[config.mk]
export PLATFORM = sky130hd
export DESIGN_NAME = pt8211_stereo_fifo_tx_flat
export DESIGN_NICKNAME = d
export VERILOG_FILES = /design/src/rtl/pt8211_stereo_fifo_tx_if.sv /design/src/rtl/pt8211_stereo_fifo_tx.sv /design/src/flat_wrapper.sv
export SDC_FILE = /design/constraint.sdc
export NUM_CORES = 1
export LEC_CHECK = 0
export ABC_AREA = 1
export CORE_MARGIN = 2
export CORE_UTILIZATION = 40
export CTS_CLUSTER_SIZE = 10
export DETAILED_ROUTE_END_ITERATION = 7
export PLACE_DENSITY = 0.69
export SLEW_MARGIN = 20
export SYNTH_ARGS = -nofsm -noshare
export SYNTH_HDL_FRONTEND = slang
export SYNTH_SLANG_ARGS = --single-unit
export TNS_END_PERCENT = 100
[constraint.sdc]
create_clock -name clk_27mhz -period 3.1 [get_ports clk_27mhz]
set_input_delay 0.62 -clock clk_27mhz [delete_from_list [all_inputs] [get_ports clk_27mhz]]
set_output_delay 0.62 -clock clk_27mhz [all_outputs]
set_load 0.005 [all_outputs]
[src/rtl/pt8211_stereo_fifo_tx_if.sv]
// Sample-pair stream feeding the stereo DAC transmitter.
// The producer (synth/mixer) is the master; the transmitter is the slave.
interface pt8211_stereo_fifo_tx_if #(parameter int DATA_W = 16);
  logic              s_valid;
  logic              s_ready;
  logic [DATA_W-1:0] s_left;
  logic [DATA_W-1:0] s_right;

  modport master (output s_valid, s_left, s_right, input s_ready);
  modport slave  (input s_valid, s_left, s_right, output s_ready);
endinterface

[src/rtl/pt8211_stereo_fifo_tx.sv]
// Stereo serial-audio DAC transmitter: L/R pair FIFO feeding a BCK/WS/DIN
// serialiser for PT8211 (FORMAT=0) or I2S (FORMAT=1) DACs, with underrun handling.
module pt8211_stereo_fifo_tx #(
  parameter int DATA_W        = 16,
  parameter int CLK_DIV       = 2,
  parameter int FIFO_DEPTH    = 4,
  parameter int FORMAT        = 0,
  parameter int UNDERRUN_ZERO = 0
) (
  input  logic                            clk_27mhz,
  input  logic                            reset_n,
  input  logic                            enable,
  pt8211_stereo_fifo_tx_if.slave          s_in,
  output logic                            bck,
  output logic                            ws,
  output logic                            din,
  output logic                            frame_start,
  output logic                            underrun,
  output logic [$clog2(FIFO_DEPTH):0]     fifo_level
);

  localparam int FW = 2 * DATA_W;
  localparam int AW = $clog2(FIFO_DEPTH);
  localparam int BW = $clog2(FW);
  localparam int PW = (CLK_DIV > 1) ? $clog2(CLK_DIV) : 1;

  logic [FW-1:0] mem [FIFO_DEPTH];
  logic [AW:0]   wr_ptr, rd_ptr;
  logic [FW-1:0] last_pair;
  logic [FW-1:0] shifter;
  logic [PW-1:0] presc;
  logic [BW-1:0] bit_cnt;
  logic          dly_bit;

  logic          fifo_empty, fifo_full, push, pop;
  logic          tick, upd, load;
  logic [BW-1:0] bit_cnt_nxt;
  logic [FW-1:0] load_pair, load_word;
  logic          frame_bit;

  always_comb begin
    fifo_level     = wr_ptr - rd_ptr;
    fifo_empty     = (wr_ptr == rd_ptr);
    fifo_full      = (fifo_level == (AW+1)'(FIFO_DEPTH));
    s_in.s_ready   = !fifo_full;
    push           = s_in.s_valid && !fifo_full;
    tick           = enable && (presc == PW'(CLK_DIV - 1));
    upd            = tick && bck;
    bit_cnt_nxt    = (bit_cnt == BW'(FW - 1)) ? '0 : bit_cnt + BW'(1);
    load           = upd && (bit_cnt_nxt == '0);
    // empty is judged before this clock's push, so a same-cycle push never bypasses
    pop            = load && !fifo_empty;
    if (!fifo_empty)
      load_pair = mem[rd_ptr[AW-1:0]];
    else if (UNDERRUN_ZERO != 0)
      load_pair = '0;
    else
      load_pair = last_pair;
    load_word      = (FORMAT != 0) ? load_pair
                                   : {load_pair[DATA_W-1:0], load_pair[FW-1:DATA_W]};
    frame_bit      = load ? load_word[FW-1] : shifter[FW-1];
  end

  always_ff @(posedge clk_27mhz) begin
    if (push)
      mem[wr_ptr[AW-1:0]] <= {s_in.s_left, s_in.s_right};
  end

  always_ff @(posedge clk_27mhz or negedge reset_n) begin
    if (!reset_n) begin
      wr_ptr      <= '0;
      rd_ptr      <= '0;
      last_pair   <= '0;
      shifter     <= '0;
      presc       <= '0;
      bit_cnt     <= BW'(FW - 1);
      dly_bit     <= 1'b0;
      bck         <= 1'b0;
      ws          <= 1'b0;
      din         <= 1'b0;
      frame_start <= 1'b0;
      underrun    <= 1'b0;
    end else begin
      if (push)
        wr_ptr <= wr_ptr + (AW+1)'(1);
      if (pop) begin
        rd_ptr    <= rd_ptr + (AW+1)'(1);
        last_pair <= load_pair;
      end
      frame_start <= load;
      underrun    <= load && fifo_empty;

      if (!enable) begin
        presc   <= '0;
        bit_cnt <= BW'(FW - 1);
        dly_bit <= 1'b0;
        bck     <= 1'b0;
        ws      <= 1'b0;
        din     <= 1'b0;
      end else begin
        if (tick) begin
          presc <= '0;
          bck   <= ~bck;
        end else begin
          presc <= presc + PW'(1);
        end
        if (upd) begin
          bit_cnt <= bit_cnt_nxt;
          ws      <= (bit_cnt_nxt >= BW'(DATA_W));
          // I2S: din lags the frame by one BCK through dly_bit
          din     <= (FORMAT != 0) ? dly_bit : frame_bit;
          dly_bit <= frame_bit;
          shifter <= load ? {load_word[FW-2:0], 1'b0} : {shifter[FW-2:0], 1'b0};
        end
      end
    end
  end

endmodule

[src/flat_wrapper.sv]
// flat-port wrapper written by rule: the top's interface ports become plain ports
module pt8211_stereo_fifo_tx_flat 
#(
  parameter int DATA_W        = 16,
  parameter int CLK_DIV       = 2,
  parameter int FIFO_DEPTH    = 4,
  parameter int FORMAT        = 0,
  parameter int UNDERRUN_ZERO = 0
)
  (clk_27mhz, reset_n, enable, bck, ws, din, frame_start, underrun, fifo_level, s_in_s_valid, s_in_s_left, s_in_s_right, s_in_s_ready);
  pt8211_stereo_fifo_tx_if #(.DATA_W(DATA_W)) s_in_i ();
  input  logic clk_27mhz;
  input  logic reset_n;
  input  logic enable;
  output logic bck;
  output logic ws;
  output logic din;
  output logic frame_start;
  output logic underrun;
  output logic [$clog2(FIFO_DEPTH):0] fifo_level;
  input wire logic [$bits(s_in_i.s_valid)-1:0] s_in_s_valid;
  input wire logic [$bits(s_in_i.s_left)-1:0] s_in_s_left;
  input wire logic [$bits(s_in_i.s_right)-1:0] s_in_s_right;
  output wire logic [$bits(s_in_i.s_ready)-1:0] s_in_s_ready;
  assign s_in_i.s_valid = s_in_s_valid;
  assign s_in_i.s_left = s_in_s_left;
  assign s_in_i.s_right = s_in_s_right;
  assign s_in_s_ready = s_in_i.s_ready;
  pt8211_stereo_fifo_tx #(.DATA_W(DATA_W), .CLK_DIV(CLK_DIV), .FIFO_DEPTH(FIFO_DEPTH), .FORMAT(FORMAT), .UNDERRUN_ZERO(UNDERRUN_ZERO)) u_core (.clk_27mhz(clk_27mhz), .reset_n(reset_n), .enable(enable), .s_in(s_in_i), .bck(bck), .ws(ws), .din(din), .frame_start(frame_start), .underrun(underrun), .fifo_level(fifo_level));
endmodule
==> results_dict.tcl <==
set metrics [dict create \
    synth_mux_area_share_pct 0 \
    fin_crit_sh_pct 95.9 \
    slowest_delay_ns 0.50 \
    coreArea_um2 22600 \
    grt_max_degree 69 \
    clock_latency_ns 0.51 \
    syn_area_um2 9160 \
    wl_per_cell_um 14.3 \
    p_total_mw 10.0 \
    tightestPinTransition_ns 0.841 \
    avgSynthCellArea_um2 9.59 \
    synth_compound_area_share_pct 3.59 \
    clockBufferDepth 3 \
    via_per_inst 4.87 \
    cp-start-kind "flip-flop" \
    ys_warn_count 0 \
    clockRootBuffer "clkbuf_16" \
    end_kind "output pin" \
    drv_slew 0 \
    status "finished clean" \
    finish.instance_area_um2 10700 \
    start_util_pct 40.6 \
    dieArea_um2 24100 \
    via_count 6358 \
    n_fill_cell 2090 \
    clk_pin_slew_ns 0.05 \
    dr.pass1.iters 5 \
    io_buffers 44 \
    synth_top_family_by_area "simple AND/OR/NAND/NOR gates" \
    drtAntennaViolNets 0 \
    htree_levels 1 \
    layout.nets 1048 \
    ir_drop_mv 0.521 \
    crit_chain "inv_1, ha_1, fa_1, xnor2_2, nand3_2, clkdlybuf4s50_1" \
    critPathBufInv 2 \
    grt_overflow 0 \
    drive_gt1_share_pct 9.79 \
    drc 0 \
    hpwl_mm 10.7 \
    cts_tree "done" \
    rsz0062_at_grt "false" \
    hold_ws_ns 0.105 \
    cp.arrival_ns 2.35 \
    fp.dieW_um 155 \
    hold_viol_final 0 \
    synth-xor-area-share_pct 0.287 \
    fin_worst_skew_ns 0.00766 \
    final_util_pct 47.4 \
    rows 55 \
    ys_seq_area_share_pct 63.9 \
    leakagePower_nw 4.77 \
    syn-num-nets 1001 \
    groute.usage.overall_pct 16.1 \
    numCtsBuffers 25 \
    crit_family "adder cells" \
    ys_seq_elements 208 \
    cp_max_fo 4 \
    globalplace.congestion 0.787 \
    antenna_cells 0 \
    clock_sinks 208 \
    dr.first_iter.drc_count 396 \
    num_io_pins 45 \
    cp_slowest_cell "clkdlybuf4s50_1" \
    cap_violations 0 \
    period_minus_slack_ns 2.97 \
    netlist-cell-type-count 30 \
    path_class "reg -> out" \
    synthSimpleGateAreaFrac_pct 25.0 \
    slew_headroom_pct 43.9 \
    drt-total-wl_mm 18.7 \
    syn_inst 955 \
    area_growth_pct 16.8 \
    grt_antenna_before_repair 0 \
    placed_cells 1257 \
    die_h_um 155 \
    grt_pass1_wl_mm 31.4 \
    dpl-instance-area_um2 9930 \
    min_path_type "in -> async" \
    grt_pass1_vias 6247 \
    power_density_nw_per_um2 938 \
    setup_viol 0 \
    required_ns 2.48 \
    final_cells 1306 \
    ctsHoldBuffers 0 \
    synthAdderAreaFrac_pct 1.45 \
    fmax_mhz 336 \
]
cells by family (layout without fill, tap and decap cells):
family	Yosys count	count (layout)
AND/OR/NAND/NOR	565	565
flip-flops	208	208
buffers and inverters	126	192
AO/OA/AOI/OAI	43	43
adder cells (fa/ha/maj)	10	10
XOR/XNOR	3	3
layout by cell type (no fill, tap or decap):
master / count
a21oi_2: 1
a22oi_1: 1
buf_12: 5
buf_4: 16
clkbuf_1: 17
clkbuf_16: 25
clkbuf_8: 2
clkdlybuf4s50_1: 43
clkinv_2: 1
dfrtp_1: 74
dfrtp_2: 1
dfstp_2: 5
edfxtp_1: 128
fa_1: 1
ha_1: 9
inv_1: 79
inv_2: 3
inv_6: 1
nand2_1: 436
nand2_2: 1
nand2_4: 1
nand3_1: 102
nand3_2: 1
nand3_4: 1
nand4_1: 1
nor2_1: 13
nor2_2: 6
nor2_4: 1
nor3_1: 2
o211ai_1: 1
o21ai_0: 8
o21ai_1: 4
o21ai_2: 28
xnor2_2: 1
xor2_1: 2
power by group:
part | switching, mW | total [mW] | internal [mW] | leakage [nW]
clock | 1.05 | 2.60 | 1.55 | 0.351
combinational | 2.32 | 3.48 | 1.16 | 2.20
sequential | 0.256 | 3.97 | 3.71 | 2.21
worst paths after layout:
kind / slack [ns] / cells past startpoint / end / start
max in group asynchronous: 2.36 / 2 / u_core.shifter[10]$_DFFE_PN0P_ / reset_n
worst max register to register: 0.44 / 11 / u_core.last_pair[7]$_DFFE_PN0P_ / u_core.bit_cnt[0]$_DFFE_PN1P_
worst max-delay path: 0.13 / 6 / s_in_s_ready / u_core.wr_ptr[0]$_DFFE_PN0P_
min in group clk_27mhz: 0.48 / 2 / u_core.shifter[12]$_DFFE_PN0P_ / u_core.shifter[12]$_DFFE_PN0P_
worst min register to register: 0.48 / 2 / u_core.shifter[12]$_DFFE_PN0P_ / u_core.shifter[12]$_DFFE_PN0P_
worst min-delay path: 0.10 / 1 / u_core.bck$_DFFE_PN0P_ / reset_n
synthesized netlist by cell type (all sizes together):
master  instances  area share, %
a21oi           1          0.096
a22oi           1          0.082
buf            26            1.7
clkbuf         18           0.74
dfrtp          75             20
dfstp           5            1.4
edfxtp        128             42
fa              1           0.22
ha              9            1.2
inv            82            3.4
nand2         438             18
nand3         104            5.8
nand4           1          0.068
nor2           20           0.96
nor3            2           0.11
o211ai          1          0.082
o21ai          40            3.3
xnor2           1          0.096
xor2            2           0.19
through the flow:
| stage | setup slack [ns] | TNS, ns |
|---|---|---|
| floorplan | -0.193 | -24.74 |
| global placement | 0.499 | 0 |
| detailed placement | 0.418 | 0 |
| CTS | 0.00570 | 0 |
| global route | 0.0227 | 0 |
| finish | 0.128 | 0 |
final cells by class:
type / count / area [um2] / share of cell area (%)
flip-flops and latches: 208 / 5850 / 54.7
multi-input cells: 621 / 2800 / 26.2
clock buffers: 44 / 717 / 6.70
repair buffers: 64 / 651 / 6.08
well taps: 285 / 357 / 3.33
inverters: 82 / 308 / 2.88
clock inverters: 2 / 13.8 / 0.129
what timing repair did:
action	CTS	global route
buffers inserted	0	3
setup endpoints to repair	1	2
pin swaps	0	2
resized for setup	1	1
state kept, by name, indices dropped and copies added, names as in the netlist, 3 cells and up:
register and flops:
u_core.shifter 31, u_core.mem 128, u_core.wr_ptr 3, u_core.last_pair 32
u_core.rd_ptr 3, u_core.bit_cnt 5
per-layer routing:
metal	wire length, um	share of wire [%]	global-route usage [%]
met5	0	0	0
met4	446	2.4	5.55
met3	1010	5.4	2.23
met2	9190	49	28.3
met1	8030	43	20.5
No activity file was read; power rests on OpenSTA's default activity.
